==> src/rtl/ser_rx_pkg.sv <==
// Shared types and constants for the serial receive front end.
// Used by ser_shift8 and ser_byte_framer_50.
package ser_rx_pkg;

    localparam int BYTE_W = 8;

    localparam logic [BYTE_W-1:0] HDR_TEMP_DEF  = 8'hA5;
    localparam logic [BYTE_W-1:0] HDR_CHECK_DEF = 8'hC3;

    typedef enum logic {
        HUNT    = 1'b0,
        PAYLOAD = 1'b1
    } framer_state_t;

    // True when data bits plus the trailing parity bit hold an even number of ones.
    function automatic logic even_parity_ok(input logic [BYTE_W-1:0] data, input logic par);
        return ~(^data ^ par);
    endfunction

endpackage

==> src/rtl/ser_shift8.sv <==
// 8-bit MSB-first deserialiser with a saturating count of valid bits seen.
// The fill count tells the framer when the window holds eight fresh bits.
module ser_shift8
    import ser_rx_pkg::*;
(
    input  logic              clk,
    input  logic              reset,
    input  logic              serial_in,
    input  logic              line_valid,
    input  logic              fill_clr,
    output logic [BYTE_W-1:0] next_word,
    output logic [3:0]        fill_cnt
);

    logic [BYTE_W-1:0] shift_reg;

    // The window as it will look once the current bit has been shifted in.
    assign next_word = {shift_reg[BYTE_W-2:0], serial_in};

    // Shift on every valid bit; the fill count restarts on gaps or on request and stops at 8.
    always_ff @(posedge clk) begin
        if (reset) begin
            shift_reg <= '0;
            fill_cnt  <= 4'd0;
        end else begin
            if (line_valid) begin
                shift_reg <= next_word;
            end
            if (!line_valid || fill_clr) begin
                fill_cnt <= 4'd0;
            end else if (fill_cnt != 4'd8) begin
                fill_cnt <= fill_cnt + 4'd1;
            end
        end
    end

endmodule

==> src/rtl/ser_byte_framer_50.sv <==
// Serial byte framer for the 50 MHz receive path.
// Hunts bit-by-bit for a header byte, then frames PKT_BYTES payload bytes,
// strobing each byte downstream and flagging headers with a5_or_c3.
// Optional build macro SER_PARITY_CHK_EN: each payload byte carries a trailing
// even-parity bit, and a bad parity bit aborts the packet instead of strobing.
module ser_byte_framer_50
    import ser_rx_pkg::*;
#(
    parameter int                PKT_BYTES = 4,
    parameter logic [BYTE_W-1:0] HDR_TEMP  = HDR_TEMP_DEF,
    parameter logic [BYTE_W-1:0] HDR_CHECK = HDR_CHECK_DEF
) (
    input  logic              clk_50,
    input  logic              reset,
    input  logic              serial_in,
    input  logic              line_valid,
    output logic [BYTE_W-1:0] byte_out,
    output logic              byte_strb,
    output logic              a5_or_c3,
    output logic              data_ena,
    output logic              pkt_abort
);

    localparam logic [3:0] LAST_BYTE = 4'(PKT_BYTES - 1);
`ifdef SER_PARITY_CHK_EN
    localparam logic [3:0] LAST_BIT  = 4'd8;
`else
    localparam logic [3:0] LAST_BIT  = 4'd7;
`endif

    framer_state_t     state;
    logic [3:0]        bit_cnt;
    logic [3:0]        byte_cnt;
    logic [BYTE_W-1:0] next_word;
    logic [3:0]        fill_cnt;
    logic              fill_clr;
    logic              hdr_hit;
    logic [BYTE_W-1:0] assembled;
    logic              par_ok;

    // Keeping the fill count at zero throughout a packet means the next header needs eight fresh bits.
    assign fill_clr = (state == PAYLOAD);

    assign hdr_hit = line_valid && (fill_cnt >= 4'd7) &&
                     ((next_word == HDR_TEMP) || (next_word == HDR_CHECK));

`ifdef SER_PARITY_CHK_EN
    logic [BYTE_W-1:0] data_hold;

    assign assembled = data_hold;
    assign par_ok    = even_parity_ok(data_hold, serial_in);

    // Capture the eight data bits so they survive the parity bit being shifted in.
    always_ff @(posedge clk_50) begin
        if (reset) begin
            data_hold <= '0;
        end else if (state == PAYLOAD && line_valid && bit_cnt == 4'd7) begin
            data_hold <= next_word;
        end
    end
`else
    assign assembled = next_word;
    assign par_ok    = 1'b1;
`endif

    ser_shift8 u_shift (
        .clk        (clk_50),
        .reset      (reset),
        .serial_in  (serial_in),
        .line_valid (line_valid),
        .fill_clr   (fill_clr),
        .next_word  (next_word),
        .fill_cnt   (fill_cnt)
    );

    // Header hunt and payload framing; every output is a register updated here.
    always_ff @(posedge clk_50) begin
        if (reset) begin
            state     <= HUNT;
            bit_cnt   <= 4'd0;
            byte_cnt  <= 4'd0;
            byte_out  <= '0;
            byte_strb <= 1'b0;
            a5_or_c3  <= 1'b0;
            data_ena  <= 1'b0;
            pkt_abort <= 1'b0;
        end else begin
            byte_strb <= 1'b0;
            a5_or_c3  <= 1'b0;
            pkt_abort <= 1'b0;
            case (state)
                HUNT: begin
                    data_ena <= 1'b0;
                    if (hdr_hit) begin
                        byte_out  <= next_word;
                        byte_strb <= 1'b1;
                        a5_or_c3  <= 1'b1;
                        data_ena  <= 1'b1;
                        bit_cnt   <= 4'd0;
                        byte_cnt  <= 4'd0;
                        state     <= PAYLOAD;
                    end
                end
                PAYLOAD: begin
                    if (!line_valid) begin
                        pkt_abort <= 1'b1;
                        data_ena  <= 1'b0;
                        bit_cnt   <= 4'd0;
                        state     <= HUNT;
                    end else if (bit_cnt != LAST_BIT) begin
                        bit_cnt <= bit_cnt + 4'd1;
                    end else begin
                        bit_cnt <= 4'd0;
                        if (!par_ok) begin
                            pkt_abort <= 1'b1;
                            data_ena  <= 1'b0;
                            state     <= HUNT;
                        end else begin
                            byte_out  <= assembled;
                            byte_strb <= 1'b1;
                            byte_cnt  <= byte_cnt + 4'd1;
                            if (byte_cnt == LAST_BYTE) begin
                                state <= HUNT;
                            end
                        end
                    end
                end
                default: state <= HUNT;
            endcase
        end
    end

endmodule

==> config.mk <==
export PLATFORM = sky130hd
export DESIGN_NAME = ser_byte_framer_50
export DESIGN_NICKNAME = d
export VERILOG_FILES = /design/src/rtl/ser_rx_pkg.sv /design/src/rtl/ser_shift8.sv /design/src/rtl/ser_byte_framer_50.sv
export SDC_FILE = /design/constraint.sdc
export NUM_CORES = 1
export LEC_CHECK = 0
export ABC_AREA = 1
export CAP_MARGIN = 30
export CORE_ASPECT_RATIO = 1.5
export CORE_MARGIN = 2
export CORE_UTILIZATION = 58
export CTS_CLUSTER_DIAMETER = 100
export CTS_CLUSTER_SIZE = 40
export DETAILED_ROUTE_END_ITERATION = 12
export GPL_TIMING_DRIVEN = 1
export MAX_ROUTING_LAYER = met4
export PLACE_DENSITY = 0.86
export SYNTH_ARGS = -nofsm -noshare
export SYNTH_HDL_FRONTEND = slang
export SYNTH_SLANG_ARGS = --single-unit
==> constraint.sdc <==
create_clock -name clk_50 -period 2.5 [get_ports clk_50]
set_input_delay 0.5 -clock clk_50 [delete_from_list [all_inputs] [get_ports clk_50]]
set_output_delay 0.5 -clock clk_50 [all_outputs]
set_load 0.01 [all_outputs]
==> flow_summary.json, run 1 <==
{
  "status": "finished, final reports clean",
  "place_hpwl_um": 2110,
  "setup_viol_count_final": 0,
  "insertion_delay_ps": 350,
  "drcViolationCount": 0,
  "cts_max_level": 2,
  "endpoint_kind": "flop",
  "ys_ff_latch": 32,
  "drt_iter0_markers": 34,
  "clkSlewWorstSetupHoldPaths_ps": 90,
  "yosysTopAreaCellShare_pct": 47.3,
  "layout_setup_ws_ps": 658,
  "cts_tree": "done",
  "dpl_worst_slack_ps": 313,
  "worstMarginPinSlew_ps": 478,
  "top_layer": "met4",
  "num_vias": 1185,
  "maxCapViolations": 0,
  "max_stage_delay_ps": 680,
  "synth_top_area_cell": "dfxtp_1",
  "initial_utilization_pct": 60.7,
  "cp_max_fo": 12,
  "grt.total_usage_pct": 24.4,
  "fin_hold_ws_ps": 448,
  "worstHoldPathType": "flop to flop",
  "cts-root-buf": "clkbuf_4",
  "drv_slew": 0,
  "cts_buffers": 5,
  "crit_buf_inv": 1,
  "cp_top_family": "simple AND/OR/NAND/NOR gates",
  "timing_worst_setup_path_type": "input port to flop",
  "ant_nets": 0,
  "syn_inst": 168,
  "cts_buffer_depth": 2,
  "cts-resized-gates": 0,
  "seq_area_frac_synth_pct": 47.3,
  "first_global_vias": 1115,
  "die_h_um": 63.2,
  "slew_headroom_pct": 68.1,
  "core_sq_um": 2230,
  "io_pins": 16,
  "p_total_w": 0.00101,
  "clock_skew_ps": 15.9,
  "hold_buffers": 0,
  "grt_pass1_wl_um": 4890,
  "cpMostUsedCell": "nand2_1",
  "synth_nets": 176,
  "rsz0062_at_grt": "no",
  "grt_overflow_total": 0,
  "avgViaCountPerCell": 5.62,
  "final_util_pct": 71.8,
  "grt_max_degree": 19,
  "wl_met2_um": 1500,
  "drive_gt1_share_pct": 11.7,
  "antenna_cells": 0,
  "rows": 21,
  "synth_area_leaders": "dfxtp_1, nand2_1, a21oi_1",
  "final_nets": 195,
  "leakagePower_nw": 0.660,
  "irDropWorstVdd_uv": 615,
  "syn_area_sq_um": 1360,
  "antenna_found_initial": 0,
  "cp_data_arrival_time_ps": 2080,
  "synthToLayoutAreaGrowth_pct": 18.3,
  "wl_met3_um": 106,
  "yosysWarnings": 0,
  "crit_path_top_delay_cell": "clkdlybuf4s50_1",
  "largest_reg_flops": 8,
  "numPortBuffers": 15,
  "finalCriticalPeriod_ps": 1840,
  "die_area_sq_um": 2750,
  "synth.distinct_cells": 23,
  "fmax_mhz": 543,
  "drtPass1Iterations": 4,
  "tns_ps": 0,
  "finalWirelength_um": 2790,
  "power.density_nw_per_um2": 633,
  "cp_cell_sequence": "clkdlybuf4s50_1 -> nand2_1 -> nor2_2 -> nand4_4 -> nand2_4 -> nor2_4 -> nand2_1 -> nand2_1",
  "met1_length_um": 1110,
  "gp_congestion": 0.849,
  "post_cts_buffers": 0,
  "cp.required_ps": 2730,
  "nFillCells": 173,
  "die_w_um": 43.5,
  "fin_crit_sh_pct": 73.7,
  "cts.sinks": 32,
  "start_kind": "input port",
  "syn_avg_cell_area_sq_um": 8.07,
  "hold_violations": 0,
  "wl_per_cell_um": 13.2
}
==> power breakdown <==
part           switching [W]  internal (W)
Combinational      0.0000286     0.0000150
Clock               0.000179      0.000265
Sequential        0.00000767      0.000518
==> metrics by stage <==
| step | cell area, sq um | cells |
|---|---|---|
| floorplan | 1360 | 168 |
| global placement | 1510 | 203 |
| CTS | 1600 | 211 |
| finish | 1600 | 211 |
| global route | 1600 | 211 |
| detailed placement | 1510 | 203 |
==> cell type report <==
cell class,count,area [sq um],share of cell area (%)
tap,23,28.8,1.80
sequential,32,641,40.0
clock buffer,7,65.1,4.06
multi-input combinational,116,621,38.7
clock inverter,1,30.0,1.87
timing repair buffer,16,158,9.84
inverter,16,60.1,3.75
==> Yosys cell counts, drive strengths merged <==
library cell and n:
xnor2 2, clkbuf 1, dfxtp 32, o21ai 13
a21oi 20, nand3 20, inv 16, nand2 33
or2 3, nor3 4, ha 4, buf 3
nand4 1, nor2 15, xor2 1
==> worst min-delay path: cells and delay by family (launching register included) <==
| family | cells | cell delay [ps] |
|---|---|---|
| DFF | 1 | 320 |
| and+or+nand+nor | 2 | 100 |
==> cells in the final DEF, fill, tap and decap left out, types with 5 or more instances in the layout <==
cell type and n:
nor2_1 11, nand3_1 19, nand2_1 32, inv_1 14
o21ai_0 12, clkbuf_4 5, dfxtp_1 32, clkdlybuf4s50_1 15
a21oi_1 20
==> kinds of logic (layout without fill, tap and decap cells) <==
group | Yosys count | after routing | share of synthesized area, %
AO/OA/AOI/OAI | 33 | 33 | 12.5
flip-flops | 32 | 32 | 47.3
XOR/XNOR | 3 | 3 | 1.94
buffers and inverters | 20 | 40 | 6.93
AND/OR/NAND/NOR | 76 | 76 | 27.7
adder cells (fa/ha/maj) | 4 | 4 | 3.69
==> path summary, 6_finish.rpt <==
check / from / to / slack (ps) / depth (start not counted)
setup / recovery: line_valid / byte_out[1]$_SDFFE_PP0P_ / 660 / 8
hold / removal: byte_out[5]$_SDFFE_PP0P_ / byte_out[5]$_SDFFE_PP0P_ / 450 / 2
setup reg to reg: u_shift.fill_cnt[0]$_SDFFE_PP0P_ / byte_out[1]$_SDFFE_PP0P_ / 960 / 8
hold reg to reg: byte_out[5]$_SDFFE_PP0P_ / byte_out[5]$_SDFFE_PP0P_ / 450 / 2
==> routing by layer <==
layer  GRT usage (%)  vias up
li1                -      594
met1            26.9      553
met2            38.6       30
met3            7.74        8
met4            12.5        0
met5               -        -
No activity file was read; power rests on OpenSTA's default activity.
==> run 2, diff against run 1 <==
--- a/config.mk
+++ b/config.mk
@@ -9,13 +9,13 @@
 export CAP_MARGIN = 30
 export CORE_ASPECT_RATIO = 1.5
 export CORE_MARGIN = 2
-export CORE_UTILIZATION = 58
+export CORE_UTILIZATION = 48
 export CTS_CLUSTER_DIAMETER = 100
 export CTS_CLUSTER_SIZE = 40
 export DETAILED_ROUTE_END_ITERATION = 12
 export GPL_TIMING_DRIVEN = 1
 export MAX_ROUTING_LAYER = met4
-export PLACE_DENSITY = 0.86
+export PLACE_DENSITY = 0.77
 export SYNTH_ARGS = -nofsm -noshare
 export SYNTH_HDL_FRONTEND = slang
 export SYNTH_SLANG_ARGS = --single-unit
==> constraint.sdc (replaced) <==
create_clock -name clk_50 -period 1.53 [get_ports clk_50]
set_input_delay 0.306 -clock clk_50 [delete_from_list [all_inputs] [get_ports clk_50]]
set_output_delay 0.306 -clock clk_50 [all_outputs]
set_load 0.01 [all_outputs]
==> run 2 against run 1 <==
Utilization decreased by 7.7 points. Combinational power increased by 97%. Critical path type is now flop to output port. Global-route usage decreased by 3.4 points. Sequential share of layout area decreased by 2.6 points. Worst setup slack got worse by 600 ps. Clock power increased by 49%. Critical path depth decreased by 7. Via count increased by 1.0%. Critical endpoint is now data_ena. Clock skew decreased by 9.4 ps. Total power increased by 58%.
==> flow_summary.json, run 2 (synthesized netlist as in run 1, its figures left out) <==
{
  "leakagePower_nw": 0.739,
  "first_global_vias": 1192,
  "cp-endpoint": "data_ena",
  "cp.required_ps": 1220,
  "p_int_w": 0.00124,
  "maxCapViolations": 0,
  "cp_cell_sequence": "clkdlybuf4s50_1",
  "r2r_setup_slack_ps": 110,
  "fin_hold_ws_ps": 446,
  "cp_max_fo": 2,
  "fin_crit_sh_pct": 96.0,
  "hold_buffers": 0,
  "drtPass1Iterations": 4,
  "cts_max_level": 2,
  "fmax_mhz": 681,
  "rows": 23,
  "antenna_cells": 0,
  "cts.sinks": 32,
  "r2r_cells": 9,
  "synthToLayoutAreaGrowth_pct": 26.6,
  "cts_buffers": 5,
  "grt.total_usage_pct": 21.1,
  "endpoint_kind": "output port",
  "avgViaCountPerCell": 5.07,
  "clock_skew_ps": 6.45,
  "timing_worst_setup_path_type": "flop to output port",
  "crit_cells": 1,
  "worstHoldPathType": "flop to flop",
  "cts-root-buf": "clkbuf_8",
  "slew_headroom_pct": 80.2,
  "die_area_sq_um": 3270,
  "worstMarginPinSlew_ps": 295,
  "status": "finished, final reports clean",
  "hold_violations": 0,
  "grt_max_degree": 19,
  "die_h_um": 69.1,
  "max_stage_delay_ps": 540,
  "final_nets": 206,
  "insertion_delay_ps": 290,
  "irDropWorstVdd_uv": 761,
  "finalWirelength_um": 2810,
  "num_vias": 1197,
  "grt_overflow_total": 0,
  "grt_pass1_wl_um": 4820,
  "final_design_area_no_fill_sq_um": 1720,
  "p_clk_share_pct": 41.1,
  "initial_utilization_pct": 50.6,
  "core_sq_um": 2680,
  "final_common_cell": "nand2_1",
  "p_seq_share_pct": 53.6,
  "cp-startpoint": "data_ena$_SDFFE_PP0P_",
  "cp_data_arrival_time_ps": 1160,
  "cts_buffer_depth": 2,
  "clkSlewWorstSetupHoldPaths_ps": 70,
  "cts_tree": "done",
  "rsz0062_at_grt": "no",
  "comb_power_share_pct": 5.3,
  "post_cts_buffers": 0,
  "r2r_end": "byte_out[1]$_SDFFE_PP0P_",
  "drive_gt1_share_pct": 17.1,
  "p_sw_share_pct": 22.6,
  "numPortBuffers": 15,
  "gp_congestion": 0.869,
  "place_hpwl_um": 2070,
  "switchingPower_w": 0.000364,
  "ant_nets": 0,
  "drt_iter0_markers": 32,
  "setup_viol_count_final": 0,
  "power.density_nw_per_um2": 937,
  "crit_path_top_delay_cell": "clkdlybuf4s50_1",
  "final_util_pct": 64.1,
  "final_cell_mix": "nand2_1, dfxtp_1, a21oi_1",
  "wl_per_cell_um": 11.9,
  "io_pins": 16,
  "place_area_sq_um": 1610,
  "finalCriticalPeriod_ps": 1470,
  "crit_buf_inv": 1,
  "start_kind": "flop",
  "die_w_um": 47.4,
  "largest_reg_flops": 8,
  "drv_slew": 0,
  "drcViolationCount": 0,
  "cp_top_family": "buffers and inverters",
  "rr_startpoint": "bit_cnt[1]$_SDFFE_PP0P_",
  "antenna_found_initial": 0
}
[run 2: repair_timing]
item                                    CTS  global route
endpoints found under the setup margin    0            11
resized for setup                         0             2
hold endpoints to repair                  0             0
[run 2: stage by stage]
step                instances  power [W]  setup TNS, ps  setup slack [ps]
finish                    236    0.00161              0              61.2
global route              236    0.00169              0              17.0
CTS                       235    0.00162              0              19.5
detailed placement        227   0.000966          -2780              -190
global placement          227   0.000962          -1620              -122
floorplan                 168   0.000924              0               202
[run 2: layer usage]
layer  vias up  global-route usage (%)  share of wire (%)
met5         -                       -                  0
met4         0                    12.7                3.0
met3         5                    7.07                4.0
met2        25                    33.3                 52
met1       559                    20.9                 41
li1        608                       -                  -
[run 2: layout make-up]
type,count,area (sq um)
inverter,16,60.1
timing repair buffer,26,248
sequential,32,642
tap,37,46.3
multi-input combinational,117,627
clock inverter,2,10.0
clock buffer,6,82.6
fill,241,961
[run 2: power by group through the flow]
stage | logic [W] | clock network, W | registers, W
after detailed placement | 0.0000860 | 0 | 0.000880
after floorplan | 0.0000490 | 0 | 0.000875
after global routing | 0.0000967 | 0.000728 | 0.000863
final | 0.0000857 | 0.000661 | 0.000861
after global placement | 0.0000830 | 0 | 0.000879
after CTS | 0.0000862 | 0.000677 | 0.000861
[run 2: tightest hold or removal path, cell delays in order (launching register included)]
cell and delay [ps]:
dfxtp_1 310, nand2_1 60, nand2_1 40
[run 2: worst min path at each step]
| stage | from | endpoint | slack (ps) | cells after the start |
|---|---|---|---|---|
| after floorplan | serial_in | u_shift.shift_reg[0]$_SDFFE_PP0P_ | 440 | 2 |
| after global placement | byte_out[7]$_SDFFE_PP0P_ | byte_out[7]$_SDFFE_PP0P_ | 430 | 2 |
| after detailed placement | byte_out[5]$_SDFFE_PP0P_ | byte_out[5]$_SDFFE_PP0P_ | 430 | 2 |
| after CTS | byte_out[5]$_SDFFE_PP0P_ | byte_out[5]$_SDFFE_PP0P_ | 450 | 2 |
| after global routing | byte_out[5]$_SDFFE_PP0P_ | byte_out[5]$_SDFFE_PP0P_ | 470 | 2 |
| final | byte_out[5]$_SDFFE_PP0P_ | byte_out[5]$_SDFFE_PP0P_ | 450 | 2 |
